===== src/rtl/vga_timing_pkg.sv =====
// Default 640x480@60 timing constants, the run-state encoding and a window helper.
package vga_timing_pkg;

  localparam int unsigned CNT_W = 10;

  localparam int unsigned H_DISPLAY_DEF = 640;
  localparam int unsigned H_FRONT_DEF   = 16;
  localparam int unsigned H_SYNC_DEF    = 96;
  localparam int unsigned H_BACK_DEF    = 48;
  localparam int unsigned H_TOTAL_DEF   = H_DISPLAY_DEF + H_FRONT_DEF + H_SYNC_DEF + H_BACK_DEF;

  localparam int unsigned V_DISPLAY_DEF = 480;
  localparam int unsigned V_FRONT_DEF   = 10;
  localparam int unsigned V_SYNC_DEF    = 2;
  localparam int unsigned V_BACK_DEF    = 33;
  localparam int unsigned V_TOTAL_DEF   = V_DISPLAY_DEF + V_FRONT_DEF + V_SYNC_DEF + V_BACK_DEF;

  typedef enum logic {
    ST_HALT = 1'b0,
    ST_RUN  = 1'b1
  } run_state_e;

  function automatic logic in_window(input logic [CNT_W-1:0] c,
                                     input logic [CNT_W-1:0] lo,
                                     input logic [CNT_W-1:0] hi);
    return (c >= lo) && (c <= hi);
  endfunction

endpackage


===== src/rtl/vga_tick_div.sv =====
// Pixel-clock divider: one-clk p_tick every DIV clks while enabled (DIV 1..16).
module vga_tick_div #(
  parameter int unsigned DIV = 4
) (
  input  logic clk,
  input  logic reset_n,
  input  logic en,
  output logic p_tick
);

  localparam logic [3:0] DIV_LAST = 4'(DIV - 1);

  logic [3:0] div_cnt;

  always_ff @(posedge clk) begin
    if (!reset_n) begin
      div_cnt <= '0;
    end else if (en) begin
      div_cnt <= (div_cnt == DIV_LAST) ? '0 : div_cnt + 4'd1;
    end
  end

  // Gating by en keeps the strobe low during reset even when DIV==1.
  assign p_tick = en && (div_cnt == DIV_LAST);

endmodule


===== src/rtl/vga_sync.sv =====
// VGA timing generator: pixel/line counters, registered active-low syncs, video_on.
// Define VGA_SYNC_FRAME_TICK_EN to enable the frame_tick strobe (tied low otherwise).
module vga_sync
  import vga_timing_pkg::*;
#(
  parameter int unsigned DIV       = 4,
  parameter int unsigned H_DISPLAY = H_DISPLAY_DEF,
  parameter int unsigned H_FRONT   = H_FRONT_DEF,
  parameter int unsigned H_SYNC    = H_SYNC_DEF,
  parameter int unsigned H_BACK    = H_BACK_DEF,
  parameter int unsigned V_DISPLAY = V_DISPLAY_DEF,
  parameter int unsigned V_FRONT   = V_FRONT_DEF,
  parameter int unsigned V_SYNC    = V_SYNC_DEF,
  parameter int unsigned V_BACK    = V_BACK_DEF
) (
  input  logic       clk,
  input  logic       reset_n,
  output logic       p_tick,
  output logic [9:0] pixel_x,
  output logic [9:0] pixel_y,
  output logic       video_on,
  output logic       hsync,
  output logic       vsync,
  output logic       frame_tick
);

  localparam int unsigned H_TOTAL = H_DISPLAY + H_FRONT + H_SYNC + H_BACK;
  localparam int unsigned V_TOTAL = V_DISPLAY + V_FRONT + V_SYNC + V_BACK;

  localparam logic [CNT_W-1:0] H_LAST = CNT_W'(H_TOTAL - 1);
  localparam logic [CNT_W-1:0] V_LAST = CNT_W'(V_TOTAL - 1);
  localparam logic [CNT_W-1:0] H_DISP = CNT_W'(H_DISPLAY);
  localparam logic [CNT_W-1:0] V_DISP = CNT_W'(V_DISPLAY);
  localparam logic [CNT_W-1:0] HS_LO  = CNT_W'(H_DISPLAY + H_FRONT);
  localparam logic [CNT_W-1:0] HS_HI  = CNT_W'(H_DISPLAY + H_FRONT + H_SYNC - 1);
  localparam logic [CNT_W-1:0] VS_LO  = CNT_W'(V_DISPLAY + V_FRONT);
  localparam logic [CNT_W-1:0] VS_HI  = CNT_W'(V_DISPLAY + V_FRONT + V_SYNC - 1);

  run_state_e       state;
  logic             run;
  logic [CNT_W-1:0] h_count;
  logic [CNT_W-1:0] v_count;
  logic [CNT_W-1:0] h_next;
  logic [CNT_W-1:0] v_next;

  assign run = (state == ST_RUN);

  vga_tick_div #(
    .DIV (DIV)
  ) u_tick_div (
    .clk     (clk),
    .reset_n (reset_n),
    .en      (run),
    .p_tick  (p_tick)
  );

  always_comb begin
    h_next = h_count;
    v_next = v_count;
    if (p_tick) begin
      if (h_count == H_LAST) begin
        h_next = '0;
        v_next = (v_count == V_LAST) ? '0 : v_count + 10'd1;
      end else begin
        h_next = h_count + 10'd1;
      end
    end
  end

  // Syncs are decoded from the next counts so they change on the same edge as the counters.
  always_ff @(posedge clk) begin
    if (!reset_n) begin
      state   <= ST_HALT;
      h_count <= '0;
      v_count <= '0;
      hsync   <= 1'b1;
      vsync   <= 1'b1;
    end else begin
      state   <= ST_RUN;
      h_count <= h_next;
      v_count <= v_next;
      hsync   <= !in_window(h_next, HS_LO, HS_HI);
      vsync   <= !in_window(v_next, VS_LO, VS_HI);
    end
  end

  assign pixel_x  = h_count;
  assign pixel_y  = v_count;
  assign video_on = run && (h_count < H_DISP) && (v_count < V_DISP);

`ifdef VGA_SYNC_FRAME_TICK_EN
  logic frame_q;

  always_ff @(posedge clk) begin
    if (!reset_n) begin
      frame_q <= 1'b0;
    end else begin
      frame_q <= p_tick && (h_count == H_LAST) && (v_count == V_LAST);
    end
  end

  assign frame_tick = frame_q;
`else
  assign frame_tick = 1'b0;
`endif

endmodule


===== config.mk =====
export PLATFORM = sky130hd
export DESIGN_NAME = vga_sync
export DESIGN_NICKNAME = d
export VERILOG_FILES = /design/src/rtl/vga_timing_pkg.sv /design/src/rtl/vga_tick_div.sv /design/src/rtl/vga_sync.sv
export SDC_FILE = /design/constraint.sdc
export NUM_CORES = 1
export LEC_CHECK = 0
export CAP_MARGIN = 25
export CORE_MARGIN = 1.5
export CORE_UTILIZATION = 26
export CTS_CLUSTER_SIZE = 20
export DETAILED_ROUTE_END_ITERATION = 10
export PLACE_DENSITY = 0.42
export SYNTH_ARGS = -nofsm -noshare
export SYNTH_HDL_FRONTEND = slang
export SYNTH_SLANG_ARGS = --single-unit

===== constraint.sdc =====
create_clock -name clk -period 5.3 [get_ports clk]
set_input_delay 1.06 -clock clk [delete_from_list [all_inputs] [get_ports clk]]
set_output_delay 1.06 -clock clk [all_outputs]
set_load 0.03 [all_outputs]

==> reports/qor.yml, run 1 <==
routed_wl_mm: 3.64
internal-power_mw: 0.263
cts_hold_buf: 0
cp_top_family: "buffers and inverters"
synth_ff_type: "dfxtp_1"
multiInputGateArea_um2: 855
grt_pass1_wl_mm: 6.01
antenna_cells: 0
synth_seq_cells: 27
fin_crit_sh: 0.633
slowest_delay_ns: 0.70
clock_path_buffers: 2
synth_seq_area_share: 0.366
rows: 27
portBuffers: 25
cts_tree: "yes"
fin_crit_ns: 3.35
dp_cells: 267
post_cts_resized: 0
worstSkewPairLatency_ns: 0.27
drive_above_1_share: 0.0603
grtUsageTotal: 0.122
min-delay-start: "u_tick_div.div_cnt[3]"
synth-edff-count: 0
place_hpwl_mm: 2.64
synth_cells: 178
antenna_found_initial: 0
p_switching_mw: 0.0795
synth_nets: 184
final_core_util: 0.329
worstHoldPathType: "reg -> reg"
r2r-end: "vsync"
swShare: 0.232
ys.warnings.count: 0
crit_type: "reg -> out"
tns_ns: 0
r2r_setup_slack_ns: 2.18
first_pass_iters: 4
dieWidth_um: 78.3
timing.rr.start: "u_tick_div.div_cnt[0]"
cts.htree.levels: 1
seq_area_um2: 541
dp_slack_ns: 2.24
tightest_slew_ns: 0.610
p_total_mw: 0.342
worst_hold_path.endpoint: "u_tick_div.div_cnt[2]"
maxSlewViolCount: 0
fmaxAchievable_mhz: 298
worst_slack_ns: 1.95
syn_area_um2: 1480
p_leak_nw: 0.536
wl_per_cell_um: 13.4
finalHoldViolations: 0
overflow: 0
nets: 206
drt_iter0_drc: 78
required_ns: 4.24
crit_chain: "ha_1 > nand4bb_1 > inv_2 > clkdlybuf4s50_1"
finClkSkew_ns: 0.00497
clockRootBuffer: "clkbuf_8"
status: "finished clean"
grt_pass1_vias: 1230
gp_congestion: 0.782
slew_headroom: 0.591
p_per_area_nw_per_um2: 189
seq_power_share: 0.605
synth_cell_types: 46
dieArea_um2: 6130
fin_cells: 271
area_growth_syn_to_layout_pct: 23.0
crit_arrival_ns: 2.29
worst-path-max-fanout: 13
die_y_um: 78.3
rsz0062_at_grt: "no"
grt_max_degree: 27
whs_path_depth: 2
initial_core_util: 0.268
syn_area_per_cell_um2: 8.29
power.share.clock: 0.356
via_count: 1336
setup_viol: 0
async_flop_share: 0
io_pins: 27
r2r_cells: 6
clk_pin_slew_worst_paths_ns: 0.10
drc: 0
routed_via_density: 4.93
critPathCaptureType: "primary output"
cts.sink_count: 27
p_comb_frac: 0.039
cp.buffers_inverters: 2
cp-start-kind: "register"
post_cts_buffers: 0
slowest_stage: "clkdlybuf4s50_1"
fillers: 587
cts_inserted_buffers: 3
cap_violations: 0
detail-route-antenna-nets: 0
coreArea_um2: 5510
max-vdd-ir-drop_mv: 0.0945
[cell families after synthesis]
group           count (synthesis)  share of synthesized area
buf+inv                        16                     0.0543
xor+xnor                       10                     0.0594
simple gates                   85                      0.323
compound gates                 32                      0.140
fa+ha+maj                       4                     0.0339
flops                          27                      0.366
mux                             3                     0.0204
other cells                     1                    0.00254
[how the worst max path moves through the flow]
stage	from	to	slack, ns	depth (start not counted)
after floorplan	pixel_x[0]	vsync	2.61	7
after CTS	u_tick_div.div_cnt[0]	p_tick	1.96	4
after global placement	u_tick_div.div_cnt[0]	p_tick	2.37	4
after detailed placement	u_tick_div.div_cnt[0]	vsync	2.24	6
after global routing	u_tick_div.div_cnt[0]	p_tick	1.83	4
final	u_tick_div.div_cnt[0]	p_tick	1.95	4
[metrics by stage]
stage	cell area, µm²	hold WS (ns)
2_1_floorplan	1480	0.452
3_3_place_gp	1770	0.464
3_5_place_dp	1770	0.475
4_1_cts	1810	0.492
5_1_grt	1810	0.505
6_report	1810	0.487
[cell usage in the layout, fill, tap and decap left out, types with 2 or more instances in the layout]
master / netlist / layout
dfxtp_1: 27 / 27
clkdlybuf4s50_1: 0 / 25
nor2_1: 21 / 21
nand2_1: 14 / 14
a21oi_1: 11 / 11
nand3_1: 9 / 9
nor3_1: 7 / 7
nor4_1: 7 / 7
inv_1: 6 / 6
xnor2_1: 6 / 6
o21ai_1: 6 / 6
nand4_1: 5 / 5
or3_1: 4 / 4
xor2_1: 4 / 4
ha_1: 4 / 4
or4b_1: 3 / 3
mux2i_1: 3 / 3
nor2b_1: 3 / 3
o211ai_1: 3 / 3
clkbuf_8: 0 / 3
o21ai_0: 2 / 2
nand3b_1: 2 / 2
o31a_2: 2 / 2
[final cells by class]
cell class,instances,area share
inverter,8,0.0166
tap,72,0.0497
sequential,27,0.298
clock buffer,3,0.0228
timing repair buffer,25,0.138
multi-input combinational,135,0.471
clock inverter,1,0.00414
[flip-flops by register name, indices dropped and copies added, names as in the netlist]
register / count
pixel_x: 10
pixel_y: 10
u_tick_div.div_cnt: 4
hsync: 1
run: 1
vsync: 1
[cells in the mapped netlist, drive strengths merged (2+ instances only)]
| library cell | count | share of area |
|---|---|---|
| xnor2 | 6 | 0.036 |
| nand2 | 14 | 0.036 |
| mux2i | 3 | 0.020 |
| or4b | 3 | 0.020 |
| xor2 | 4 | 0.024 |
| o31a | 3 | 0.020 |
| inv | 7 | 0.018 |
| nand3b | 2 | 0.010 |
| o21ai | 8 | 0.027 |
| nor4 | 8 | 0.044 |
| dfxtp | 27 | 0.37 |
| or3 | 6 | 0.030 |
| clkbuf | 4 | 0.010 |
| nor2 | 21 | 0.053 |
| a21oi | 11 | 0.037 |
| nand4 | 5 | 0.021 |
| nor2b | 3 | 0.013 |
| ha | 4 | 0.034 |
| nor3 | 7 | 0.024 |
| buf | 4 | 0.024 |
| o211ai | 3 | 0.015 |
| nand3 | 9 | 0.031 |
[power groups by stage]
stage	registers (mW)	logic, mW	clock network, mW
floorplan	0.212	0.00936	0
global placement	0.212	0.0138	0
detailed placement	0.212	0.0137	0
CTS	0.207	0.0138	0.131
global route	0.208	0.0153	0.136
finish	0.207	0.0135	0.122
[routing by layer]
metal	vias to the layer above	routed length, µm	GRT usage
met4	0	38	0.0429
met5	-	0	0
li1	683	-	-
met2	18	1630	0.191
met1	633	1880	0.172
met3	2	84	0.0163
[worst reg2reg max path, cell delays in order (launching register included)]
cell and delay (ns):
dfxtp_1 0.39, ha_1 0.18, nand4bb_1 0.47, or4_4 0.86
o311ai_0 0.42, o211ai_1 0.14, or4b_1 0.52
Power figures use the tool's default switching activity.
==> run 2, diff against run 1 <==
==> constraint.sdc (replaced) <==
create_clock -name clk -period 3.33 [get_ports clk]
set_input_delay 0.666 -clock clk [delete_from_list [all_inputs] [get_ports clk]]
set_output_delay 0.666 -clock clk [all_outputs]
set_load 0.03 [all_outputs]
==> reports/qor.yml, run 2 (synthesis gave the netlist of run 1 again) <==
status: "finished clean"
grt_pass1_vias: 1278
required_ns: 3.50
layout_common_cells: "27 x dfxtp_1, 25 x clkdlybuf4s50_1, 21 x nor2_1"
rows: 27
min-delay-start: "u_tick_div.div_cnt[3]"
drc: 0
via_count: 1314
crit_arrival_ns: 3.00
grtUsageTotal: 0.129
antenna_cells: 0
detail-route-antenna-nets: 0
dieArea_um2: 6130
max-vdd-ir-drop_mv: 0.134
clockRootBuffer: "clkbuf_8"
post_cts_buffers: 0
cap_violations: 0
first_pass_iters: 4
grt_max_degree: 27
worst-path-max-fanout: 26
slew_headroom: 0.612
cts.htree.levels: 1
finalHoldViolations: 0
drt_iter0_drc: 115
grt_pass1_wl_mm: 6.28
crit_type: "reg -> reg"
dieWidth_um: 78.3
timing.rr.start: "pixel_x[0]"
area_growth_syn_to_layout_pct: 23.5
die_y_um: 78.3
routed_wl_mm: 3.75
drive_above_1_share: 0.0650
cp-start-kind: "register"
finClkSkew_ns: 0.00340
p_per_area_nw_per_um2: 305
setup_viol: 0
overflow: 0
wl_per_cell_um: 13.8
worstHoldPathType: "reg -> reg"
post_cts_resized: 0
tightest_slew_ns: 0.579
portBuffers: 25
multiInputGateArea_um2: 855
nets: 207
clock_path_buffers: 2
routed_via_density: 4.83
gp_congestion: 0.844
crit_start: "pixel_x[0]"
place_hpwl_mm: 2.70
io_pins: 27
critPathCaptureType: "register"
cts_tree: "yes"
rsz0062_at_grt: "no"
mostFrequentLayoutCell: "dfxtp_1"
cts_hold_buf: 0
fin_crit_ns: 2.84
clk_pin_slew_worst_paths_ns: 0.11
maxSlewViolCount: 0
initial_core_util: 0.268
p_leak_nw: 0.540
dp_cells: 268
fin_cells: 272
worstSkewPairLatency_ns: 0.28
fin_crit_sh: 0.852
fillers: 605
antenna_found_initial: 0
seq_area_um2: 541
cts_inserted_buffers: 3
fmaxAchievable_mhz: 353
tns_ns: 0
cts.sink_count: 27
coreArea_um2: 5510
## run 2: metal layers
| layer | vias to the layer above | part of all wire | track usage |
|---|---|---|---|
| met3 | 4 | 0.019 | 0.0140 |
| met2 | 16 | 0.45 | 0.197 |
| met4 | 0 | 0.011 | 0.0482 |
| met1 | 610 | 0.52 | 0.184 |
| li1 | 684 | - | - |
| met5 | - | 0 | 0 |
## run 2: critical path, cell delays in order (launching register included)
cell and delay, ns:
dfxtp_1 0.40, ha_1 0.22, nand4_1 0.23, or4_4 0.73, a2111oi_1 0.50, o211ai_1 0.15
or4b_1 0.47
## run 2: final cells by class
cell class,count,area share
multi-input cells,135,0.469
flip-flops and latches,27,0.297
repair buffers,26,0.141
well taps,72,0.0495
clock buffers,3,0.0227
inverters,8,0.0165
clock inverters,1,0.00412
## run 2: power breakdown
group | switching [mW] | total, mW | internal (mW)
Clock | 0.120 | 0.205 | 0.0854
Combinational | 0.0139 | 0.0216 | 0.00770
Sequential | 0.00353 | 0.330 | 0.326
Total | 0.137 | 0.556 | 0.419
## run 2: path summary, 6_finish.rpt
kind	end	slack [ns]	cells after the start
worst min-delay path	u_tick_div.div_cnt[2]	0.49	2
worst min register to register	u_tick_div.div_cnt[2]	0.49	2
worst max register to register	vsync	0.49	6
worst max-delay path	vsync	0.49	6
## run 2: through the flow
step / utilization / power (mW) / hold slack, ns / worst slack (ns) / instance area, µm²
2_1_floorplan: - / 0.352 / 0.452 / 0.642 / 1480
4_1_cts: 0.331 / 0.565 / 0.496 / 0.536 / 1820
3_5_place_dp: 0.322 / 0.359 / 0.483 / 0.584 / 1770
6_report: 0.331 / 0.556 / 0.494 / 0.494 / 1820
3_3_place_gp: 0.322 / 0.359 / 0.463 / 0.716 / 1770
5_1_grt: 0.331 / 0.579 / 0.520 / 0.311 / 1820
==> run 3, diff against run 2 <==
--- a/config.mk
+++ b/config.mk
@@ -11,6 +11,7 @@
 export CTS_CLUSTER_SIZE = 20
 export DETAILED_ROUTE_END_ITERATION = 10
 export PLACE_DENSITY = 0.42
+export SLEW_MARGIN = 20
 export SYNTH_ARGS = -nofsm -noshare
 export SYNTH_HDL_FRONTEND = slang
 export SYNTH_SLANG_ARGS = --single-unit
==> results of run 3 <==
Same layout as run 2: the final DEF is identical, and so are final timing and power.
